<file path="src/rtl/warp_pc_fetch_if.sv">
// Warp PC fetch port bundle: Task Manager launch, SIMT redirect/stall, IBuffer full,
// fetch request out to IF and per-warp active flags back to the Task Manager.
interface warp_pc_fetch_if #(
  parameter int PC_W = 10
);
  logic              Update_TM_PC;
  logic [2:0]        WarpID_TM_PC;
  logic [PC_W-1:0]   StartPC_TM_PC;
  logic [7:0]        Exit_ID_PC;
  logic [7:0]        UpdatePC_Qual1_SIMT_PC;
  logic [7:0]        UpdatePC_Qual2_SIMT_PC;
  logic [7:0]        Stall_SIMT_PC;
  logic [255:0]      TargetAddr_SIMT_PC_Flattened;
  logic [7:0]        Full_IB_PC;
  logic              Valid_PC_IF;
  logic [2:0]        WarpID_PC_IF;
  logic [PC_W-1:0]   PC_PC_IF;
  logic [7:0]        Active_PC_TM;

  modport master (
    output Update_TM_PC, WarpID_TM_PC, StartPC_TM_PC, Exit_ID_PC,
           UpdatePC_Qual1_SIMT_PC, UpdatePC_Qual2_SIMT_PC, Stall_SIMT_PC,
           TargetAddr_SIMT_PC_Flattened, Full_IB_PC,
    input  Valid_PC_IF, WarpID_PC_IF, PC_PC_IF, Active_PC_TM
  );

  modport slave (
    input  Update_TM_PC, WarpID_TM_PC, StartPC_TM_PC, Exit_ID_PC,
           UpdatePC_Qual1_SIMT_PC, UpdatePC_Qual2_SIMT_PC, Stall_SIMT_PC,
           TargetAddr_SIMT_PC_Flattened, Full_IB_PC,
    output Valid_PC_IF, WarpID_PC_IF, PC_PC_IF, Active_PC_TM
  );
endinterface

</file>
<file path="src/rtl/warp_pc_fetch.sv">
// Per-warp PC bank with round-robin fetch arbitration; one registered fetch request per cycle,
// 1-cycle latency, stalled/full/redirected warps simply drop out of arbitration.
module warp_pc_fetch #(
  parameter int PC_W      = 10,
  parameter int NUM_WARPS = 8
) (
  input  logic           clk,
  input  logic           rst,
  warp_pc_fetch_if.slave bus
);
  logic [PC_W-1:0]      pc     [NUM_WARPS];
  logic [PC_W-1:0]      pc_nxt [NUM_WARPS];
  logic [PC_W-1:0]      target [NUM_WARPS];
  logic [NUM_WARPS-1:0] active, active_nxt;
  logic [NUM_WARPS-1:0] launch_hit, elig;
  logic [2:0]           last_grant;
  logic                 grant_vld;
  logic [2:0]           grant_id;
  logic [2:0]           scan_idx;

  logic                 fetch_vld;
  logic [2:0]           fetch_wid;
  logic [PC_W-1:0]      fetch_pc;

  // Only the low PC_W bits of each 32-bit target lane are meaningful.
  logic [255:0] unused_target_bits;
  assign unused_target_bits = bus.TargetAddr_SIMT_PC_Flattened;

  always_comb begin
    for (int i = 0; i < NUM_WARPS; i++) begin
      target[i]     = bus.TargetAddr_SIMT_PC_Flattened[32*i +: PC_W];
      launch_hit[i] = bus.Update_TM_PC && (bus.WarpID_TM_PC == 3'(i));
      elig[i]       = active[i] & ~bus.Stall_SIMT_PC[i] & ~bus.Full_IB_PC[i]
                    & ~bus.UpdatePC_Qual1_SIMT_PC[i] & ~bus.UpdatePC_Qual2_SIMT_PC[i]
                    & ~bus.Exit_ID_PC[i] & ~launch_hit[i];
    end
  end

  // Round-robin scan starting just after the last granted warp.
  always_comb begin
    grant_vld = 1'b0;
    grant_id  = last_grant;
    scan_idx  = '0;
    for (int k = 1; k <= NUM_WARPS; k++) begin
      scan_idx = last_grant + 3'(k);
      if (!grant_vld && elig[scan_idx]) begin
        grant_vld = 1'b1;
        grant_id  = scan_idx;
      end
    end
  end

  always_comb begin
    for (int i = 0; i < NUM_WARPS; i++) begin
      pc_nxt[i]     = pc[i];
      active_nxt[i] = active[i];
      if (launch_hit[i])
        pc_nxt[i] = bus.StartPC_TM_PC;
      else if (bus.UpdatePC_Qual1_SIMT_PC[i] || bus.UpdatePC_Qual2_SIMT_PC[i])
        pc_nxt[i] = target[i];
      else if (grant_vld && (grant_id == 3'(i)))
        pc_nxt[i] = pc[i] + PC_W'(4);
      if (launch_hit[i])
        active_nxt[i] = 1'b1;
      else if (bus.Exit_ID_PC[i])
        active_nxt[i] = 1'b0;
    end
  end

  always_ff @(posedge clk or negedge rst) begin
    if (!rst) begin
      for (int i = 0; i < NUM_WARPS; i++) pc[i] <= '0;
      active     <= '0;
      last_grant <= 3'd7;
      fetch_vld  <= 1'b0;
      fetch_wid  <= '0;
      fetch_pc   <= '0;
    end else begin
      for (int i = 0; i < NUM_WARPS; i++) pc[i] <= pc_nxt[i];
      active    <= active_nxt;
      fetch_vld <= grant_vld;
      if (grant_vld) begin
        last_grant <= grant_id;
        fetch_wid  <= grant_id;
        fetch_pc   <= pc[grant_id];
      end
    end
  end

  assign bus.Valid_PC_IF  = fetch_vld;
  assign bus.WarpID_PC_IF = fetch_wid;
  assign bus.PC_PC_IF     = fetch_pc;
  assign bus.Active_PC_TM = active;
endmodule
</file>
<file path="src/flat_wrapper.sv">
// flat-port wrapper written by rule: the top's interface ports become plain ports
module warp_pc_fetch_flat 
#(
  parameter int PC_W      = 10,
  parameter int NUM_WARPS = 8
)
  (clk, rst, bus_Update_TM_PC, bus_WarpID_TM_PC, bus_StartPC_TM_PC, bus_Exit_ID_PC, bus_UpdatePC_Qual1_SIMT_PC, bus_UpdatePC_Qual2_SIMT_PC, bus_Stall_SIMT_PC, bus_TargetAddr_SIMT_PC_Flattened, bus_Full_IB_PC, bus_Valid_PC_IF, bus_WarpID_PC_IF, bus_PC_PC_IF, bus_Active_PC_TM);
  warp_pc_fetch_if #(.PC_W(PC_W)) bus_i ();
  input  logic clk;
  input  logic rst;
  input wire logic [$bits(bus_i.Update_TM_PC)-1:0] bus_Update_TM_PC;
  input wire logic [$bits(bus_i.WarpID_TM_PC)-1:0] bus_WarpID_TM_PC;
  input wire logic [$bits(bus_i.StartPC_TM_PC)-1:0] bus_StartPC_TM_PC;
  input wire logic [$bits(bus_i.Exit_ID_PC)-1:0] bus_Exit_ID_PC;
  input wire logic [$bits(bus_i.UpdatePC_Qual1_SIMT_PC)-1:0] bus_UpdatePC_Qual1_SIMT_PC;
  input wire logic [$bits(bus_i.UpdatePC_Qual2_SIMT_PC)-1:0] bus_UpdatePC_Qual2_SIMT_PC;
  input wire logic [$bits(bus_i.Stall_SIMT_PC)-1:0] bus_Stall_SIMT_PC;
  input wire logic [$bits(bus_i.TargetAddr_SIMT_PC_Flattened)-1:0] bus_TargetAddr_SIMT_PC_Flattened;
  input wire logic [$bits(bus_i.Full_IB_PC)-1:0] bus_Full_IB_PC;
  output wire logic [$bits(bus_i.Valid_PC_IF)-1:0] bus_Valid_PC_IF;
  output wire logic [$bits(bus_i.WarpID_PC_IF)-1:0] bus_WarpID_PC_IF;
  output wire logic [$bits(bus_i.PC_PC_IF)-1:0] bus_PC_PC_IF;
  output wire logic [$bits(bus_i.Active_PC_TM)-1:0] bus_Active_PC_TM;
  assign bus_i.Update_TM_PC = bus_Update_TM_PC;
  assign bus_i.WarpID_TM_PC = bus_WarpID_TM_PC;
  assign bus_i.StartPC_TM_PC = bus_StartPC_TM_PC;
  assign bus_i.Exit_ID_PC = bus_Exit_ID_PC;
  assign bus_i.UpdatePC_Qual1_SIMT_PC = bus_UpdatePC_Qual1_SIMT_PC;
  assign bus_i.UpdatePC_Qual2_SIMT_PC = bus_UpdatePC_Qual2_SIMT_PC;
  assign bus_i.Stall_SIMT_PC = bus_Stall_SIMT_PC;
  assign bus_i.TargetAddr_SIMT_PC_Flattened = bus_TargetAddr_SIMT_PC_Flattened;
  assign bus_i.Full_IB_PC = bus_Full_IB_PC;
  assign bus_Valid_PC_IF = bus_i.Valid_PC_IF;
  assign bus_WarpID_PC_IF = bus_i.WarpID_PC_IF;
  assign bus_PC_PC_IF = bus_i.PC_PC_IF;
  assign bus_Active_PC_TM = bus_i.Active_PC_TM;
  warp_pc_fetch #(.PC_W(PC_W), .NUM_WARPS(NUM_WARPS)) u_core (.clk(clk), .rst(rst), .bus(bus_i));
endmodule
</file>
<file path="config.mk">
export PLATFORM = sky130hd
export DESIGN_NAME = warp_pc_fetch_flat
export DESIGN_NICKNAME = d
export VERILOG_FILES = /design/src/rtl/warp_pc_fetch_if.sv /design/src/rtl/warp_pc_fetch.sv /design/src/flat_wrapper.sv
export SDC_FILE = /design/constraint.sdc
export NUM_CORES = 1
export LEC_CHECK = 0
export ABC_AREA = 1
export BUFFER_PORTS_ARGS = -buffer_cell sky130_fd_sc_hd__buf_4
export CELL_PAD_IN_SITES_DETAIL_PLACEMENT = 1
export CELL_PAD_IN_SITES_GLOBAL_PLACEMENT = 2
export CORE_MARGIN = 5
export CORE_UTILIZATION = 27
export CTS_BUF_LIST = sky130_fd_sc_hd__clkbuf_16
export DETAILED_ROUTE_END_ITERATION = 10
export HOLD_SLACK_MARGIN = 0.12
export PLACE_DENSITY = 0.93
export SLEW_MARGIN = 5
export SYNTH_ARGS = -nofsm -noshare
export SYNTH_HDL_FRONTEND = slang
export SYNTH_SLANG_ARGS = --single-unit
export TNS_END_PERCENT = 30
</file>
<file path="constraint.sdc">
create_clock -name clk -period 6.6 [get_ports clk]
set_input_delay 0 -clock clk [delete_from_list [all_inputs] [get_ports clk]]
set_output_delay 0 -clock clk [all_outputs]
set_load 0.03 [all_outputs]
</file>
==> flow_summary.ini <==
[synthesis]
mapped_cell_area_um2 = 8360
synth_adder_area_share_pct = 1.50
synth-compound-area-share_pct = 10.2
netlist-cell-type-count = 36
fraction_of_the_mapped_netlist_area_in_simple_logic_gates_pct = 47.4
syn-mean-instance-area_um2 = 6.15
share_of_the_yosys_chip_area_belonging_to_registers_pct = 31.5
syn-instance-count = 1358
synth.ff_latch_count = 105
combinational_family_with_the_most_area_after_synthesis = simple AND/OR/NAND/NOR gates
post_synthesis_net_count = 1680
post_synth_xor_area_fraction_pct = 1.89
synth_mux_area_share_pct = 0
synth.yosys.warnings = 0

[critical_path]
worst_path_class_setup = register to register
capturing_element_type_of_the_critical_path = register
cp.arrival_ns = 4.82
critPathRequiredTime_ns = 6.92
path_max_fanout = 17
worstRegToRegCells = 15
cp-start-kind = register

[clock_tree]
cts_num_sinks = 105
cts_made_buffers = 9
cts.htree.levels = 3
clockBufferDepth = 2
tritoncts = yes
insertion_delay_ns = 0.37
clkSlewWorstSetupHoldPaths_ns = 0.09
clock-root-buffer = clkbuf_16

[die]
design.portCount = 334
die-width_um = 186
die_area_um2 = 34600
row_count = 64
start_util_pct = 27.3
die_y_um = 186
placeableCoreArea_um2 = 30600

[finish]
final_util_pct = 36.8
layoutNonFillerInstCount = 1989
fin_nets = 1910
antenna_cells = 0
mostFrequentLayoutCell = nand2_1
layout_common_cells = nand2_1 (542), nand3_1 (206), buf_4 (167)
syn_to_final_growth_pct = 34.9
post_route_cells_drive_above_1_share_pct = 15.3

[global_routing]
grt.total_usage_pct = 20.8
maximum_number_of_pins_on_one_net_before_global_route_repair = 57
grt_pass1_wl_um = 56100
grt.overflow.total = 0
grt_pass1_vias = 10204
antenna_found_initial = 0

[routing]
detail_route.drc_violations = 0
via_per_inst = 5.02
detail_route.iter0.violations = 629
wl_per_cell_um = 18.1
ant_nets = 0
dr.pass1.iters = 5
detailroute.via_count = 9985
postRouteWirelength_um = 36100

[sta]
report.final.hold_viol_count = 0
worst_slew_margin_rel_pct = 28.5
report.final.setup_viol = 0
finalCritPeriodShare_pct = 68.2
max_freq_mhz = 222
worst-slew-pin-transition_ns = 1.07
rsz0062_at_grt = false
min_period_ns = 4.50
drv_slew = 0
clock_skew_ns = 0.0168
final.setup.tns_ns = 0

[min_path]
hold_path_depth = 5
hp-class = primary input to register

[place]
io_buffers = 157
place_congestion = 0.893
post-place-cells = 1859
estimated_wirelength_of_the_detail_placed_design_um = 26200

[power_and_ir_drop]
power.static_leakage_uw = 0.00563
cellPowerDensity_nw_per_um2 = 609
vdd.ir_drop.worst_uv = 511
fin_total_pwr_uw = 6860

[flow_run]
maxCapViolations = 0

[status]
status = finished clean
[what timing repair did]
item / CTS / global route
resized for setup: 0 / 0
setup buffers: 0 / 0
hold endpoints to repair: 137 / 0
setup endpoints to repair: 0 / 0
hold buffers: 114 / 0
[critical path, cell delays in order (launching register included)]
cell and delay, ns:
dfstp_2 0.77, inv_1 0.31, ha_1 0.52, clkinv_1 0.36
nand3_1 0.26, nand3_1 0.13, nand2_1 0.20, inv_2 0.08
nand4_1 0.10, nor2_1 0.08, and3_1 0.43, a21oi_4 0.64
nand2_4 0.23, nand2_4 0.17, nand2_1 0.08, nand2_1 0.07
[sequential cells by signal (all words and copies together) (netlist names)]
name                     count
u_core.bus.Active_PC_TM      8
u_core.bus.Valid_PC_IF       1
u_core.last_grant            3
u_core.bus.WarpID_PC_IF      3
u_core.pc                   80
u_core.bus.PC_PC_IF         10
[final timing paths]
path                            slack (ns)                        from                         end
worst max-delay path                  2.10        u_core.last_grant[0]               u_core.pc[79]
worst min-delay path                  0.12        bus_StartPC_TM_PC[2]               u_core.pc[62]
worst max register to register        2.10        u_core.last_grant[0]               u_core.pc[79]
worst min register to register        0.50  u_core.bus.WarpID_PC_IF[1]  u_core.bus.WarpID_PC_IF[1]
max in group asynchronous             5.07                         rst               u_core.pc[31]
min in group asynchronous             0.24                         rst               u_core.pc[69]
[cells in the mapped netlist]
| master | number | area (um2) |
|---|---|---|
| xor2_1 | 13 | 114 |
| inv_2 | 9 | 33.8 |
| nand4_2 | 1 | 12.5 |
| ha_1 | 10 | 125 |
| o21a_1 | 1 | 7.51 |
| nand2_4 | 11 | 124 |
| a21oi_1 | 11 | 55.1 |
| inv_1 | 84 | 315 |
| buf_1 | 2 | 7.51 |
| nand2_2 | 13 | 81.3 |
| nand3_2 | 2 | 20.0 |
| o211ai_1 | 16 | 120 |
| nor3_1 | 1 | 5.00 |
| clkbuf_1 | 39 | 146 |
| clkinv_1 | 4 | 15.0 |
| clkbuf_2 | 5 | 25.0 |
| a22oi_1 | 8 | 60.1 |
| nor2_4 | 5 | 56.3 |
| nor2_2 | 10 | 62.6 |
| a31oi_1 | 19 | 119 |
| and3_1 | 1 | 6.26 |
| and2_1 | 7 | 43.8 |
| nor2_1 | 106 | 398 |
| or2_2 | 3 | 18.8 |
| dfstp_2 | 3 | 78.8 |
| nand2_1 | 542 | 2030 |
| nand4_1 | 11 | 68.8 |
| nand3_1 | 206 | 1030 |
| a21oi_4 | 2 | 32.5 |
| buf_4 | 1 | 7.51 |
| buf_2 | 14 | 70.1 |
| xnor2_1 | 5 | 43.8 |
| a21oi_2 | 1 | 8.76 |
| o21ai_0 | 89 | 445 |
| dfrtp_1 | 102 | 2550 |
| buf_6 | 1 | 11.3 |
[where the power goes]
part | internal [uW] | leakage [uW] | switching, uW | total [uW]
clock | 266 | 0.000147 | 299 | 565
combinational | 1470 | 0.00421 | 3530 | 5000
sequential | 947 | 0.00126 | 350 | 1300
[per-layer routing]
layer / global-route usage [%] / wire [um] / up-vias
li1: - / - / 4846
met1: 29.0 / 16800 / 4860
met2: 35.1 / 17100 / 247
met3: 1.72 / 1610 / 32
met4: 4.55 / 592 / 0
met5: 0 / 0 / -
[area by class of cell]
type / count / area, um2
Tap cell: 396 / 495
Fill cell: 3998 / 19300
Inverter: 97 / 364
Clock inverter: 7 / 63.8
Clock buffer: 9 / 225
Sequential cell: 105 / 2630
Timing Repair Buffer: 281 / 2390
Multi-Input combinational cell: 1094 / 5100
[cell families after synthesis]
group                    after synthesis
XOR/XNOR                              18
flip-flops                           105
AO/OA/AOI/OAI                        147
AND/OR/NAND/NOR                      919
buffers and inverters                159
adder cells (fa/ha/maj)               10
[metrics by stage]
step           setup slack (ns)  area [um2]  hold slack (ns)
2_1_floorplan              3.40        8360           -0.296
3_3_place_gp               2.26        9840           0.0991
3_5_place_dp               2.20        9840            0.120
4_1_cts                    2.20       11300            0.121
5_1_grt                    1.86       11300            0.128
6_report                   2.10       11300            0.121
(Power assumes the default switching activity.)
